### config.mk
export PLATFORM = sky130hd
export DESIGN_NAME = v4_peak_sequencer
export DESIGN_NICKNAME = d
export VERILOG_FILES = /design/src/rtl/v4_peak_sequencer.sv
export SDC_FILE = /design/constraint.sdc
export NUM_CORES = 1
export LEC_CHECK = 0
export CAP_MARGIN = 25
export CORE_UTILIZATION = 59
export CTS_BUF_LIST = sky130_fd_sc_hd__clkbuf_8
export DETAILED_ROUTE_END_ITERATION = 16
export DONT_BUFFER_PORTS = 1
export HOLD_SLACK_MARGIN = 0.1
export PLACE_DENSITY = 0.86
export SKIP_LAST_GASP = 1
export SLEW_MARGIN = 20
export SYNTH_ARGS = -nofsm -noshare
export SYNTH_HDL_FRONTEND = slang
export SYNTH_SLANG_ARGS = --single-unit
### constraint.sdc
create_clock -name clk -period 6.1 [get_ports clk]
set_clock_uncertainty 0.1 [all_clocks]
set_input_delay 1.22 -clock clk [delete_from_list [all_inputs] [get_ports clk]]
set_output_delay 1.22 -clock clk [all_outputs]
set_load 0.02 [all_outputs]
### src/rtl/v4_peak_sequencer.sv
// v4_peak_sequencer: threshold-armed peak/timestamp capture behind the v4 trapezoidal filter, with dead
// time, pile-up flagging and a show-ahead event FIFO. Optional baseline tracking: V4_SEQ_BASELINE_EN.

package package_settings;
    localparam int SIZE_FILTER_DATA = 16;
endpackage

module v4_peak_sequencer
    import package_settings::*;
#(
    parameter int FLAT_TOP   = 8,
    parameter int HOLDOFF    = 32,
    parameter int TS_W       = 32,
    parameter int FIFO_DEPTH = 4
) (
    input  logic                               clk,
    input  logic                               reset_n,
    input  logic                               enable,
    input  logic signed [SIZE_FILTER_DATA-1:0] threshold,
    input  logic signed [SIZE_FILTER_DATA-1:0] filt_in,
    output logic                               evt_valid,
    input  logic                               evt_ready,
    output logic signed [SIZE_FILTER_DATA-1:0] evt_amp,
    output logic [TS_W-1:0]                    evt_ts,
    output logic                               evt_pileup,
    output logic                               busy,
    output logic [15:0]                        overflow_cnt
);
    localparam int DW      = SIZE_FILTER_DATA;
    localparam int AW      = $clog2(FIFO_DEPTH);
    localparam int CNT_MAX = (FLAT_TOP > HOLDOFF) ? FLAT_TOP : HOLDOFF;
    localparam int CW      = $clog2(CNT_MAX + 1);

    localparam logic [2:0] S_IDLE    = 3'd0;
    localparam logic [2:0] S_ARMED   = 3'd1;
    localparam logic [2:0] S_RISE    = 3'd2;
    localparam logic [2:0] S_CAPTURE = 3'd3;
    localparam logic [2:0] S_HOLDOFF = 3'd4;

    localparam logic signed [DW+1:0] AMP_MAX = {3'b000, {(DW-1){1'b1}}};
    localparam logic signed [DW+1:0] AMP_MIN = {3'b111, {(DW-1){1'b0}}};

    logic [2:0]           state_q, state_d;
    logic [TS_W-1:0]      ts_q, ts_d, ts_trig_q, ts_trig_d;
    logic [CW-1:0]        cnt_q, cnt_d;
    logic signed [DW-1:0] peak_q, peak_d;
    logic                 prev_above_q, prev_above_d;
    logic                 pend_pileup_q, pend_pileup_d;
    logic [15:0]          overflow_q, overflow_d;
    logic [AW:0]          wr_ptr_q, wr_ptr_d, rd_ptr_q, rd_ptr_d;
    logic signed [DW-1:0] head_amp_q, head_amp_d;
    logic [TS_W-1:0]      head_ts_q, head_ts_d;
    logic                 head_pileup_q, head_pileup_d;

    logic signed [DW-1:0] mem_amp    [FIFO_DEPTH];
    logic [TS_W-1:0]      mem_ts     [FIFO_DEPTH];
    logic                 mem_pileup [FIFO_DEPTH];

    logic signed [DW:0]   base;
    logic signed [DW+1:0] sig, thr_ext, amp_diff;
    logic signed [DW-1:0] push_amp;
    logic                 above, rise_edge, push, pop, full, empty, push_ok;
    logic [AW-1:0]        wr_idx, rd_idx_d;

`ifdef V4_SEQ_BASELINE_EN
    logic signed [DW:0] base_q, base_d;

    assign base = base_q;

    // The baseline only follows the quiet signal; it is frozen from trigger to the end of dead time.
    always_comb begin
        base_d = base_q;
        if (state_q == S_ARMED && !rise_edge)
            base_d = base_q + (DW+1)'(sig >>> 4);
    end

    always_ff @(posedge clk) begin
        if (!reset_n) base_q <= '0;
        else          base_q <= base_d;
    end
`else
    assign base = '0;
`endif

    assign sig       = {{2{filt_in[DW-1]}}, filt_in} - {base[DW], base};
    assign thr_ext   = {{2{threshold[DW-1]}}, threshold};
    assign above     = sig > thr_ext;
    assign rise_edge = above && !prev_above_q;

    // Baseline is constant while a pulse is tracked, so the raw peak minus baseline is the shaped peak.
    assign amp_diff = {{2{peak_q[DW-1]}}, peak_q} - {base[DW], base};
    assign push_amp = (amp_diff > AMP_MAX) ? AMP_MAX[DW-1:0] :
                      (amp_diff < AMP_MIN) ? AMP_MIN[DW-1:0] : amp_diff[DW-1:0];

    always_comb begin
        // NOTE: every signal gets a default first so no path through the case infers a latch.
        state_d       = state_q;
        cnt_d         = cnt_q;
        peak_d        = peak_q;
        ts_trig_d     = ts_trig_q;
        pend_pileup_d = pend_pileup_q;
        push          = 1'b0;
        ts_d          = ts_q + 1'b1;
        prev_above_d  = above;

        if (state_q != S_IDLE && !enable) begin
            state_d = S_IDLE;
        end else begin
            case (state_q)
                S_IDLE: if (enable) state_d = S_ARMED;
                S_ARMED: if (rise_edge) begin
                    state_d   = S_RISE;
                    cnt_d     = '0;
                    peak_d    = filt_in;
                    ts_trig_d = ts_q;
                end
                S_RISE: if (!above) begin
                    state_d = S_ARMED;
                end else begin
                    if (filt_in > peak_q) peak_d = filt_in;
                    cnt_d = cnt_q + 1'b1;
                    if (cnt_q == CW'(FLAT_TOP - 1)) state_d = S_CAPTURE;
                end
                S_CAPTURE: begin
                    push          = 1'b1;
                    pend_pileup_d = 1'b0;
                    state_d       = S_HOLDOFF;
                    cnt_d         = '0;
                end
                S_HOLDOFF: begin
                    if (rise_edge) pend_pileup_d = 1'b1;
                    if (cnt_q == CW'(HOLDOFF - 1)) state_d = S_ARMED;
                    else                           cnt_d   = cnt_q + 1'b1;
                end
                default: state_d = S_IDLE;
            endcase
        end
    end

    assign empty    = (wr_ptr_q == rd_ptr_q);
    assign full     = (wr_ptr_q[AW] != rd_ptr_q[AW]) && (wr_ptr_q[AW-1:0] == rd_ptr_q[AW-1:0]);
    assign pop      = !empty && evt_ready;
    assign push_ok  = push && (!full || pop);
    assign wr_idx   = wr_ptr_q[AW-1:0];
    assign rd_idx_d = rd_ptr_d[AW-1:0];

    // Head registers keep the last entry visible after the FIFO drains.
    always_comb begin
        overflow_d    = overflow_q;
        wr_ptr_d      = wr_ptr_q + (AW+1)'(push_ok);
        rd_ptr_d      = rd_ptr_q + (AW+1)'(pop);
        head_amp_d    = head_amp_q;
        head_ts_d     = head_ts_q;
        head_pileup_d = head_pileup_q;
        if (push && !push_ok && overflow_q != 16'hFFFF)
            overflow_d = overflow_q + 1'b1;
        if (wr_ptr_d != rd_ptr_d) begin
            if (push_ok && wr_idx == rd_idx_d) begin
                head_amp_d    = push_amp;
                head_ts_d     = ts_trig_q;
                head_pileup_d = pend_pileup_q;
            end else begin
                head_amp_d    = mem_amp[rd_idx_d];
                head_ts_d     = mem_ts[rd_idx_d];
                head_pileup_d = mem_pileup[rd_idx_d];
            end
        end
    end

    // NOTE: storage is not reset; the pointers define which entries are live.
    always_ff @(posedge clk) begin
        if (push_ok) begin
            mem_amp[wr_idx]    <= push_amp;
            mem_ts[wr_idx]     <= ts_trig_q;
            mem_pileup[wr_idx] <= pend_pileup_q;
        end
    end

    always_ff @(posedge clk) begin
        if (!reset_n) begin
            state_q       <= S_IDLE;
            ts_q          <= '0;
            ts_trig_q     <= '0;
            cnt_q         <= '0;
            peak_q        <= '0;
            prev_above_q  <= 1'b0;
            pend_pileup_q <= 1'b0;
            overflow_q    <= '0;
            wr_ptr_q      <= '0;
            rd_ptr_q      <= '0;
            head_amp_q    <= '0;
            head_ts_q     <= '0;
            head_pileup_q <= 1'b0;
        end else begin
            state_q       <= state_d;
            ts_q          <= ts_d;
            ts_trig_q     <= ts_trig_d;
            cnt_q         <= cnt_d;
            peak_q        <= peak_d;
            prev_above_q  <= prev_above_d;
            pend_pileup_q <= pend_pileup_d;
            overflow_q    <= overflow_d;
            wr_ptr_q      <= wr_ptr_d;
            rd_ptr_q      <= rd_ptr_d;
            head_amp_q    <= head_amp_d;
            head_ts_q     <= head_ts_d;
            head_pileup_q <= head_pileup_d;
        end
    end

    assign evt_valid    = !empty;
    assign evt_amp      = head_amp_q;
    assign evt_ts       = head_ts_q;
    assign evt_pileup   = head_pileup_q;
    assign busy         = (state_q == S_RISE) || (state_q == S_CAPTURE) || (state_q == S_HOLDOFF);
    assign overflow_cnt = overflow_q;

endmodule

-- Word level (Yosys, flattened, before mapping)
Memories as Yosys holds them, arrays and structs flattened. A register that Yosys moved wholly into a read port is not among the register bits.
Index checks and enable logic that the tools add are counted.
- memories: 3
- input port bits: 36
- word-level logic and storage cells: 94
- output and inout port bits: 67
- register bits: 113
- bits in writable memories: 196
- muxes and demuxes: 22
- add/sub/neg operators: 5
- equal/unequal tests: 19
- reductions and logical operators: 29
- bitwise logic cells: 2
- magnitude comparators: 4
- memories (memory ; words ; bits a word ; read ports ; clocked after Yosys merged registers in ; write ports ; RTL line ; RTL):
    mem_ts ; 4 ; 32 ; 1 ; 1 ; 1 ; 56 ; logic [TS_W-1:0] mem_ts [FIFO_DEPTH];
    mem_amp ; 4 ; 16 ; 1 ; 1 ; 1 ; 55 ; logic signed [DW-1:0] mem_amp [FIFO_DEPTH];
    mem_pileup ; 4 ; 1 ; 1 ; 1 ; 1 ; 57 ; logic mem_pileup [FIFO_DEPTH];
- operators with widths (operator ; number):
    $mux 16 ; 5
    $add 32x1->32 const B ; 1
    $gt 16x16->1 ; 2
    $pmux 16 s2 ; 1
    $pmux 6 s4 ; 1
    $mux 6 ; 3
    $add 16x1->16 const B ; 1
    $gt 16x16->1 const B ; 1
    $lt 16x16->1 const B ; 1
    $ne 16x16->1 const B ; 1
    $mux 3 ; 5
    $pmux 3 s5 ; 1
    $ne 2x2->1 const B ; 7
    $reduce_and 5->1 ; 2
    $logic_not 1->1 ; 8
    $logic_and 1x1->1 ; 7
    $add 3x1->3 ; 2
    $add 6x1->6 const B ; 1
    $eq 3x2->1 const B ; 2
    $eq 6x3->1 const B ; 1
    $eq 6x5->1 const B ; 1
    $reduce_and 3->1 ; 2
    $mux 1 ; 5
    $reduce_and 4->1 ; 1
    other kinds (15) ; 19

-- Logic depth before layout (Yosys ltp)
- depth in word-level cells: 8
- mapped depth: 13
- gate-level depth less buffers: 11

-- Worst setup path after synthesis
Ideal clock, no wire load.
- path type: input-to-reg
- from: in enable
- to: mem mem_amp[1][0] in the netlist's numbering, enable pin
- stages: 4
- setup slack: 253 ps
- required time: 5474 ps
- path buffers: 0
- arrival time: 5220 ps
- library setup time: 526 ps
- cells stage by stage: inv_1 > nor2_1 > nand2b_4 > nor3b_1
- cells in the longest elaborated chain, start to end: 6
- ends and longest elaborated chain (element ; RTL line ; RTL):
    from (decl) ; 18 ; input logic enable,
    $logic_not 1->1 ; 106 ; if (state_q != S_IDLE && !enable) begin
    $logic_and 1x1->1 ; 106 ;
    $mux 1 ; 106 ;
    $logic_and 1x1->1 ; 143 ; assign push_ok = push && (!full || pop);
    $mux 1 ; 172 ; if (push_ok) begin
    $mux 1 (implied by the code) ; 173 ; mem_amp[wr_idx] <= push_amp;
    to (decl) ; 55 ;
No other way between the ends.

-- Worst setup path after layout
- from: reg rd_ptr_q[2]
- to: reg head_amp_q[6], in the netlist evt_amp[6], read port of mem_amp
- elaborated cells on any way between the ends: 11
- classes of those cells: 2 x add/sub; 3 x eq/ne; 6 x reduce/logical
- RTL lines (element ; RTL line ; RTL):
    from (decl) ; 50 ; logic [AW:0] wr_ptr_q, wr_ptr_d, rd_ptr_q, rd_ptr_d;
    from (signal assigned) ; 204 ; rd_ptr_q <= rd_ptr_d;
    $eq 3x3->1 * ; 140 ; assign empty = (wr_ptr_q == rd_ptr_q);
    $logic_not 1->1 * ; -- ;
    named net evt_valid ; 21 ; output logic evt_valid,
    $logic_and 1x1->1 * ; 142 ; assign pop = !empty && evt_ready;
    $add 3x1->3 * ; 151 ; rd_ptr_d = rd_ptr_q + (AW+1)'(pop);
    named net rd_ptr_d[0] ; 50 ;
    $ne 3x3->1 ; 157 ; if (wr_ptr_d != rd_ptr_d) begin
    to (decl) ; 51 ; logic signed [DW-1:0] head_amp_q, head_amp_d;
The timed path passes the listed nets; every way through them passes the cells marked *.
A chain may end at the register's enable or synchronous reset.

==> summary.md <==
| Metric | Value |
|---|---|
| Status | `completed` |
| Finished Core Util | `65.7%` |
| Worst path slowest cell | `ha_4` |
| Mapped Nets | `1214` |
| Vias in the first global route | `9184` |
| Area growth syn-to-layout | `8.13%` |
| Routed WL | `28.8 mm` |
| Final setup vio count | `0` |
| GRT Util Overall | `23.1%` |
| Mapped cell area | `14900 um^2` |
| Worst EP arrival | `4130 ps` |
| Via count | `8863` |
| FF-to-FF End | `evt_amp[6]$_SDFFE_PN0P_` |
| Initial drt markers | `551` |
| Worst reg2reg startpoint | `rd_ptr_q[2]$_SDFF_PN0_` |
| Cell count after synthesis | `1139` |
| Slew margin rel. | `34.6%` |
| CTS tree | `built` |
| GPL Wtd Cong | `0.869` |
| Largest net degree at the start of global routing | `99` |
| Layout cells sized above 1 | `13.2%` |
| Antenna Nets Post-Route | `0` |
| PortBufs | `0` |
| R2r worst-path depth | `8` |
| Sequential share of the synthesized area | `61.1%` |
| Final Power | `4.51 mW` |
| Final Cycle Share | `62.6%` |
| Clock sink count | `358` |
| Die area | `26000 um^2` |
| Total CTS buffers | `54` |
| Filler Cell Count | `1683` |
| Setup_tns | `0 ps` |
| CTS H-tree lvls | `2` |
| Later-pin clock latency in the skew report | `580 ps` |
| Final Slew Violations | `0` |
| Post-CTS Hold Buffers | `0` |
| Hold path endpoint | `ts_q[0]$_SDFF_PN0_` |
| Startpoint types | `flip-flop` |
| Worst slew pin tran | `982 ps` |
| First-pass GRT wire length | `47.0 mm` |
| Critical Path RT | `6410 ps` |
| Fin crit period | `3820 ps` |
| Cell family with most CP delay | `multiplexers` |
| Non-filler instance count after layout | `1504` |
| Placed cells | `1402` |
| Critical path class | `flip-flop to flip-flop` |
| Nets@finish | `1209` |
| # resized after CTS | `0` |
| Hpwl dp | `17.8 mm` |
| DRT Pass-1 Iters | `5` |
| Routed WL per cell | `19.2 um` |
| Worst-path maximum fanout | `28` |
| Rows | `57` |
| Clock Path Buffers | `3` |
| Root Driver | `clkbuf_8` |
| Synthesized area per cell | `13.1 um^2` |
| Peak supply drop | `0.161 mV` |
| Final Hold Vio Count | `0` |
| WP buf/inv | `1` |
| Fin area | `16200 um^2` |
| Yosys warning count | `0` |
| FF-to-FF setup slack | `2280 ps` |
| Worst hold path depth | `1` |
| Post-Place Setup Slack | `1990 ps` |
| Fmax | `262 MHz` |
| Die Ht | `161 um` |
| Pwr Density | `279 nW/um^2` |
| Lkg Pwr | `5.24 nW` |
| Core area | `24600 um^2` |
| RSZ-0062 raised after global routing | `false` |
| Initial antenna violation count | `0` |
| CP endpoint kind | `flip-flop` |
| Total grt overflow | `0` |
| CP cell instances | `xnor2_1 > nand2_1 > and2_1 > ha_4 > buf_4 > mux4_2 > mux2i_1 > a211oi_1` |
| Setup Buffers After CTS | `0` |
| Hold Path Class | `flip-flop to flip-flop` |
| Initial core utilization | `60.8%` |
| Count of cell types in the netlist | `57` |
| PnR worst setup slack | `2280 ps` |
| Hold WS | `390 ps` |
| # Max-Cap Violations | `0` |
| Placed instance area | `15200 um^2` |
| Hold wc startpoint | `ts_q[0]$_SDFF_PN0_` |
| Clk slew on worst S/H paths | `70 ps` |
| Num ports | `103` |
| Synthesized flop and latch total | `358` |
| # DRC | `0` |
| Crit-path max cell delay | `660 ps` |
| Die width | `161 um` |
| N_diodes | `0` |
| Via/cell ratio | `5.89` |
cells in the mapped netlist, drive strengths merged:
cell / count / area share (%)
or2: 1 / 0.042
o2111ai: 1 / 0.059
o211a: 1 / 0.067
o21ai: 18 / 0.60
and4: 4 / 0.25
a2111oi: 1 / 0.059
buf: 14 / 0.74
or3: 7 / 0.29
nor3b: 1 / 0.050
edfxtp: 196 / 39
nand4: 12 / 0.54
mux4: 49 / 7.4
nor2b: 2 / 0.084
xnor2: 22 / 1.3
xor2: 30 / 1.8
or2b: 1 / 0.050
a211o: 2 / 0.12
a21o: 6 / 0.30
ha: 39 / 3.3
a211oi: 49 / 2.5
and4b: 1 / 0.067
nor3: 12 / 0.51
a21oi: 22 / 0.81
dfxtp: 162 / 22
nand2b: 7 / 0.39
and2: 8 / 0.33
o31a: 1 / 0.12
nand2: 65 / 1.6
o311a: 1 / 0.067
nor4: 7 / 0.52
inv: 39 / 0.98
and3: 11 / 0.46
o211ai: 4 / 0.20
nand3b: 3 / 0.15
nand4b: 3 / 0.18
a221oi: 1 / 0.059
clkinv: 1 / 0.025
nand3: 31 / 1.1
a31oi: 1 / 0.042
clkbuf: 57 / 1.4
o41ai: 1 / 0.059
nor2: 144 / 3.6
mux2i: 101 / 6.8
registers in the layout, summed over array words and instances, names as in the netlist, 3 cells and up:
signal,cells
rd_ptr_q,3
mem_pileup,4
mem_amp,64
mem_ts,128
ts_trig_q,32
cnt_q,6
state_q,3
evt_ts,32
overflow_cnt,16
wr_ptr_q,3
peak_q,16
evt_amp,16
ts_q,32
layout make-up:
class | count | area (um^2) | share of cell area (%)
inverters | 40 | 153 | 0.944
clock inverters | 45 | 206 | 1.28
clock buffers | 57 | 785 | 4.85
multi-input cells | 670 | 5400 | 33.4
flip-flops and latches | 358 | 9130 | 56.5
repair buffers | 10 | 87.6 | 0.542
well taps | 324 | 405 | 2.51
worst register-to-register path, stage by stage, from the launching register on:
cell,delay [ps]
dfxtp_1,330
xnor2_1,370
nand2_1,320
and2_1,290
ha_4,660
buf_4,590
mux4_2,580
mux2i_1,290
a211oi_1,130
worst max-delay path by stage:
stage / from / endpoint / slack (ps) / cells after the start
after floorplan: enable / mem_amp[1][0]$_DFFE_PP_ / 250 / 4
after global placement: evt_ready / evt_amp[6]$_SDFFE_PN0P_ / 2170 / 6
after detailed placement: evt_ready / evt_ts[20]$_SDFFE_PN0P_ / 1990 / 11
after CTS: rd_ptr_q[2]$_SDFF_PN0_ / evt_amp[6]$_SDFFE_PN0P_ / 2140 / 8
after global routing: rd_ptr_q[2]$_SDFF_PN0_ / evt_amp[7]$_SDFFE_PN0P_ / 1980 / 8
final: rd_ptr_q[2]$_SDFF_PN0_ / evt_amp[6]$_SDFFE_PN0P_ / 2280 / 8
where the power goes:
part | leakage, nW | switching [mW] | internal [mW]
logic | 1.74 | 0.0879 | 0.0616
clock network | 0.577 | 0.904 | 0.873
registers | 2.92 | 0.0348 | 2.55
total | 5.24 | 1.03 | 3.48
cell families after synthesis:
logic type | Yosys count | synth area share (%)
flip-flops | 358 | 61.1
AO/OA/AOI/OAI | 109 | 5.02
AND/OR/NAND/NOR | 320 | 10.3
adder cells (fa/ha/maj) | 39 | 3.26
XOR/XNOR | 52 | 3.05
multiplexers | 150 | 14.1
buffers and inverters | 111 | 3.17
layer usage:
| layer | vias to the layer above | track usage [%] | part of all wire, % |
|---|---|---|---|
| li1 | 4162 | - | - |
| met1 | 4375 | 29.5 | 42 |
| met2 | 254 | 38.3 | 49 |
| met3 | 72 | 4.78 | 5.5 |
| met4 | 0 | 9.73 | 3.4 |
| met5 | - | 0 | 0 |
cells in the final DEF (no fill, tap or decap), types with 17 or more instances in the layout:
cell type,instances
a211oi_1,49
a21oi_1,21
clkbuf_8,57
dfxtp_1,162
edfxtp_1,196
ha_1,37
inv_1,59
mux2i_1,101
mux4_2,49
nand2_1,65
nand3_1,28
nor2_1,143
o21ai_0,17
xnor2_1,22
xor2_1,30
Note: power is estimated with default switching activity, not from simulation.
